[src/rtl/jk_cmd_arbiter.sv]
// Round-robin arbiter that sends JK commands from two requesters to a bank of WIDTH
// jk_ff cells, then reads the bank back to check the result. Optional counters: JK_CMD_STATS_EN.
module jk_cmd_arbiter #(
  parameter int unsigned WIDTH = 4
) (
  input  logic             clk,
  input  logic             rst,
  input  logic             a_valid,
  output logic             a_ready,
  input  logic [1:0]       a_op,
  input  logic [WIDTH-1:0] a_mask,
  input  logic             b_valid,
  output logic             b_ready,
  input  logic [1:0]       b_op,
  input  logic [WIDTH-1:0] b_mask,
  output logic [WIDTH-1:0] j,
  output logic [WIDTH-1:0] k,
  input  logic [WIDTH-1:0] q,
  output logic             done,
  output logic             err,
  output logic             gnt_id
`ifdef JK_CMD_STATS_EN
  ,
  output logic [7:0]       cnt_a,
  output logic [7:0]       cnt_b,
  output logic [7:0]       cnt_err
`endif
);

  typedef enum logic [1:0] {IDLE, ISSUE, CHECK} state_t;

  state_t           state_q, state_d;
  logic [1:0]       op_q, op_d;
  logic [WIDTH-1:0] mask_q, mask_d;
  logic [WIDTH-1:0] snap_q, snap_d;
  logic [WIDTH-1:0] j_q, j_d, k_q, k_d;
  logic             done_q, done_d, err_q, err_d;
  logic             gnt_q, gnt_d;
  logic             last_q, last_d;   // 1 = B won most recently
  logic [1:0]       sel_op;
  logic [WIDTH-1:0] sel_mask;
  logic [WIDTH-1:0] exp_v;

  always_comb begin
    state_d  = state_q;
    op_d     = op_q;
    mask_d   = mask_q;
    snap_d   = snap_q;
    j_d      = j_q;
    k_d      = k_q;
    done_d   = 1'b0;
    err_d    = err_q;
    gnt_d    = gnt_q;
    last_d   = last_q;
    a_ready  = 1'b0;
    b_ready  = 1'b0;
    sel_op   = a_op;
    sel_mask = a_mask;
    exp_v    = snap_q;

    case (op_q)
      2'b01:   exp_v = snap_q & ~mask_q;
      2'b10:   exp_v = snap_q | mask_q;
      2'b11:   exp_v = snap_q ^ mask_q;
      default: exp_v = snap_q;
    endcase

    case (state_q)
      IDLE: begin
        a_ready = a_valid && (!b_valid || last_q);
        b_ready = b_valid && (!a_valid || !last_q);
        if (b_ready) begin
          sel_op   = b_op;
          sel_mask = b_mask;
        end
        if (a_ready || b_ready) begin
          op_d    = sel_op;
          mask_d  = sel_mask;
          snap_d  = q;
          gnt_d   = b_ready;
          last_d  = b_ready;
          j_d     = sel_mask & {WIDTH{sel_op[1]}};
          k_d     = sel_mask & {WIDTH{sel_op[0]}};
          state_d = ISSUE;
        end
      end
      ISSUE: begin
        j_d     = '0;
        k_d     = '0;
        state_d = CHECK;
      end
      CHECK: begin
        done_d  = 1'b1;
        err_d   = (q != exp_v);
        state_d = IDLE;
      end
      default: state_d = IDLE;
    endcase
  end

  always_ff @(posedge clk or negedge rst) begin
    if (!rst) begin
      state_q <= IDLE;
      op_q    <= '0;
      mask_q  <= '0;
      snap_q  <= '0;
      j_q     <= '0;
      k_q     <= '0;
      done_q  <= 1'b0;
      err_q   <= 1'b0;
      gnt_q   <= 1'b0;
      last_q  <= 1'b1;
    end else begin
      state_q <= state_d;
      op_q    <= op_d;
      mask_q  <= mask_d;
      snap_q  <= snap_d;
      j_q     <= j_d;
      k_q     <= k_d;
      done_q  <= done_d;
      err_q   <= err_d;
      gnt_q   <= gnt_d;
      last_q  <= last_d;
    end
  end

  assign j      = j_q;
  assign k      = k_q;
  assign done   = done_q;
  assign err    = err_q;
  assign gnt_id = gnt_q;

`ifdef JK_CMD_STATS_EN
  logic [7:0] cnt_a_q, cnt_a_d, cnt_b_q, cnt_b_d, cnt_err_q, cnt_err_d;

  always_comb begin
    cnt_a_d   = cnt_a_q;
    cnt_b_d   = cnt_b_q;
    cnt_err_d = cnt_err_q;
    if (a_ready && cnt_a_q != 8'hFF) cnt_a_d = cnt_a_q + 8'd1;
    if (b_ready && cnt_b_q != 8'hFF) cnt_b_d = cnt_b_q + 8'd1;
    if (state_q == CHECK && err_d && cnt_err_q != 8'hFF) cnt_err_d = cnt_err_q + 8'd1;
  end

  always_ff @(posedge clk or negedge rst) begin
    if (!rst) begin
      cnt_a_q   <= '0;
      cnt_b_q   <= '0;
      cnt_err_q <= '0;
    end else begin
      cnt_a_q   <= cnt_a_d;
      cnt_b_q   <= cnt_b_d;
      cnt_err_q <= cnt_err_d;
    end
  end

  assign cnt_a   = cnt_a_q;
  assign cnt_b   = cnt_b_q;
  assign cnt_err = cnt_err_q;
`endif

endmodule

[config.mk]
export PLATFORM = sky130hd
export DESIGN_NAME = jk_cmd_arbiter
export DESIGN_NICKNAME = d
export VERILOG_FILES = /design/src/rtl/jk_cmd_arbiter.sv
export SDC_FILE = /design/constraint.sdc
export NUM_CORES = 1
export LEC_CHECK = 0
export BUFFER_PORTS_ARGS = -buffer_cell sky130_fd_sc_hd__buf_4
export CORE_AREA = 2 2 56 58
export CTS_BUF_LIST = sky130_fd_sc_hd__clkbuf_4
export DETAILED_ROUTE_END_ITERATION = 10
export DIE_AREA = 0 0 58 60
export PLACE_DENSITY = 0.64
export SLEW_MARGIN = 30
export SYNTH_ARGS = -nofsm -noshare
export SYNTH_HDL_FRONTEND = slang
export SYNTH_SLANG_ARGS = --single-unit
[constraint.sdc]
create_clock -name clk -period 4.15 [get_ports clk]
set_clock_uncertainty 0.15 [all_clocks]
set_input_delay 0.6225 -clock clk [delete_from_list [all_inputs] [get_ports clk]]
set_output_delay 0.6225 -clock clk [all_outputs]
set_load 0.05 [all_outputs]
# Yosys cells after proc, flatten, opt, wreduce, memory -nomap -nowiden
# Index checks and enable logic that the tools add are counted.
[classes]
reduce_logical = 12
n_eq_ne = 7
bitwise = 6
n_mux = 14
[ops]
columns = ["operator", "count"]
rows = [
  ["two-way mux 4 bit", 4],
  ["case mux 4 bit (2 select lines)", 2],
  ["AND 4 bit", 3],
  ["case mux 4 bit (3 select lines)", 1],
  ["== test 2 bit, second input constant", 3],
  ["two-way mux 2 bit", 3],
  ["== test 2 x 1 -> 1 bit, second input constant", 2],
  ["inequality test 4 bit", 1],
  ["inverter 4 bit", 1],
  ["OR 4 bit", 1],
  ["case mux 2 bit (2 select lines)", 1],
  ["AND reduction 2 bit", 2],
  ["XOR 4 bit", 1],
  ["zero test 1 bit", 3],
  ["logical OR 1 bit", 3],
  ["two-way mux 1 bit", 3],
  ["logical AND 1 bit", 2],
  ["zero test 2 bit", 1],
  ["inequality test 2 bit, second input constant", 1],
  ["nonzero test 2 bit", 1],
]
[totals]
inputBits = 20
wordCells = 49
regBits = 24
out_inout_bits = 13

# Logic depth before layout (Yosys ltp)
[logic_depth]
depth_word = 8
ltp_mapped = 7
mapped_depth_nobuf = 7

# Worst setup path after synthesis
# OpenSTA, ideal clock, no wires.
[synth_timing]
kind = "input port to output port"
startpoint = "input a_valid"
endpoint = "output b_ready"
path_slack_ns = 1.800
arrival_time_ns = 1.578
path_stages = 3
t_required_ns = 3.377
path_buffers = 0
path_cell_list = "nand2_1 nand2_1 nor3_2"
[synth_between]
elab_chain_cells = 4
[synth_lines]
columns = ["element", "line", "text"]
rows = [
  ["start, declared", "8", "input logic a_valid,"],
  ["zero test 1 bit", "71", "b_ready = b_valid && (!a_valid || !last_q);"],
  ["logical OR 1 bit", "71", ""],
  ["logical AND 1 bit", "71", ""],
  ["two-way mux 1 bit", "68", "case (state_q)"],
  ["end, declared", "13", "output logic b_ready,"],
]
# Every way passes these cells.

# Final worst setup path
# Ends and elaborated chain as after synthesis.

==> qor.csv <==
metric,value,unit
Syn-to-layout area delta,25.5,%
gate count of the mapped netlist,115,
final cell count without fillers,182,
Vias/cell,5.24,
fin area,1570,um2
Die Height,60,um
"count leader, synth",dfrtp_1,
DRC,0,
placed insts,178,
Starting Density,43.1,%
Num CTS Buffers,3,
GRT Util Overall,16.0,%
Overflow after GRT,0,
layout cells sized above 1,28.9,%
Avg WL per Cell,14.1,um
count of input and output buffers,32,
Max Slew Vio Count,0,
Ant. Diodes,0,
initial antenna violation count,0,
largest area contributor in the netlist,dfrtp_1,
first-pass GRT wire length,4220,um
postcts setup bufs,0,
leak pwr,0.822,nW
Reg power frac,32.4,%
largest net degree at the start of global routing,25,
Post-Syn Area,1250,um2
Placement Cell Area,1520,um2
commonest cells in the netlist,"dfrtp_1 (23), inv_1 (15), nand2_1 (11)",
syn avg cell area,10.9,um2
number of H-tree levels,1,
Vias,954,
combinational power share,55.0,%
final core utilization,54.1,%
switching pwr,0.602,mW
net total in the final layout,178,
TNS Setup,0,ps
met3 wire len,138,um
WL met1,1130,um
PD cells,852,nW/um2
clock network fraction of total power,12.7,%
worst r2r path cells,6,
clk root buf,clkbuf_4,
Synth Net Count,143,
TritonCTS clock tree,done,
measured slew at the worst slew-check pin,507,ps
"Seq/Total Area, Yosys",48.1,%
clk_lat worst skew,320,ps
RSZ-0062 raised after global routing,false,
filler cell count,262,
Final period util,57.0,%
post-synth cell types,26,
Setup-failing EPs final,0,
WP data required,3380,ps
Post-CTS Resized,0,
hpwl dp,2010,um
Max-slew headroom,66.1,%
CP Class,input port to primary output,
Clock Sinks,24,
"Top FF cell, synth",dfrtp_1,
post-synth top area share,46.0,%
Ys Warns,0,
clock buffer depth,2,
Max-Cap Viols,0,
Routed Antenna Nets,0,
Cell Int Power,0.734,mW
min cycle time layout,2360,ps
clock-pin slew on the worst setup and hold paths,140,ps
core region area,2900,um2
Placer Congestion,0.791,
critical path capture point type,primary output,
Cell Rows,20,
status,completed,
Switching Fraction,45.0,%
Post-synth EDFFs,0,
"Arr. time, crit path",1590,ps
largest cells by area after synthesis,"dfrtp_1 (46%), ha_1 (8.0%), a22o_1 (5.6%)",
Seq cells post-synth,24,
final hold violation count,0,
routed length on met2,1290,um
peak supply drop,0.505,mV
Starting DRT DRC Count,25,
vias in the first global route,874,
TritonRoute pass-1 iters,4,
Fmax,423,MHz
# IOs,33,
Die Wd,58,um
Worst Hold Class,input port to asynchronous set/reset pin,
topmost layer with routed signal wires,met4,
WL final,2570,um
crit-path max FO,7,
DIE AREA,3480,um2
crit start category,input port,
asr flop ratio synth,100,%
Hold Buf Count CTS,0,
-- per-stage QoR --
| step | setup slack, ps | total power [mW] | hold WS [ps] |
|---|---|---|---|
| final | 1790 | 1.34 | 25.4 |
| after global routing | 1690 | 1.43 | 27.4 |
| after CTS | 1790 | 1.35 | 33.4 |
| after detailed placement | 1790 | 1.18 | 321 |
| after global placement | 1880 | 1.15 | 315 |
| after floorplan | 1800 | 0.984 | 177 |
-- final cells by class --
type	instances	area (um2)	area share, %
clock inverter	1	30.0	1.91
timing repair buffer	33	248	15.8
sequential	24	602	38.4
tap	33	41.3	2.63
multi-input combinational	73	569	36.3
clock buffer	3	22.5	1.44
inverter	15	56.3	3.59
-- critical path: stages --
cell and delay, ps:
buf_4 120, nand2_1 90, nand2_1 200, nor3_2 290, buf_4 260
-- logic make-up (layout without fill, tap and decap cells) --
group           count (synthesis)  count (layout)  share of synthesized area, %
compound gates                 29              29                          16.5
xor+xnor                        6               6                          4.20
fa+ha+maj                       8               8                          8.01
buf+inv                        18              52                          6.31
flops                          24              24                          48.1
mux                             8               8                          8.71
simple gates                   22              22                          8.11
-- worst paths after layout --
| path | from | end | slack (ps) |
|---|---|---|---|
| max | a_valid | b_ready | 1790 |
| min | rst | j[3]$_DFFE_PN0P_ | 30 |
| max reg2reg | state_q[1]$_DFFE_PN0P_ | k[0]$_DFFE_PN0P_ | 2130 |
| min reg2reg | mask_q[0]$_DFFE_PN0P_ | mask_q[0]$_DFFE_PN0P_ | 350 |
| max in group asynchronous | rst | last_q$_DFFE_PN1P_ | 3540 |
| min in group clk | a_valid | last_q$_DFFE_PN1P_ | 310 |
-- power groups by stage --
stage               Sequential [mW]  Clock (mW)  Combinational, mW
floorplan                     0.569           0              0.415
global placement              0.432           0              0.723
detailed placement            0.438           0              0.741
CTS                           0.434       0.172              0.745
global route                  0.448       0.182              0.804
finish                        0.432       0.169              0.735
-- sequential cells by signal, indices dropped and copies added (netlist names) --
name / flops
done: 1
err: 1
gnt_id: 1
j: 4
k: 4
last_q: 1
mask_q: 4
op_q: 2
snap_q: 4
state_q: 2
-- cells in the final DEF, fill, tap and decap left out --
cell       count
ha_1           8
a31oi_1        2
mux4_2         1
dfstp_2        1
nand3_1        3
o221a_2        2
and2b_2        1
nor3_2         1
bufinv_16      1
a22o_1         8
inv_1         15
dfrtp_1       23
buf_4         33
nor2_1         4
a21oi_1        4
mux2i_1        6
nor3_1         1
nor2b_1        1
o21ai_0        7
o22a_1         1
o21bai_1       1
xnor2_1        6
mux4_1         1
nand2_1       11
clkbuf_4       3
a21o_1         4
-- routing by layer --
layer / track usage, % / up-vias
met5: 0 / -
met4: 1.99 / 0
met3: 4.11 / 2
met2: 28.1 / 27
met1: 20.4 / 457
li1: - / 468
(Power assumes the default switching activity.)
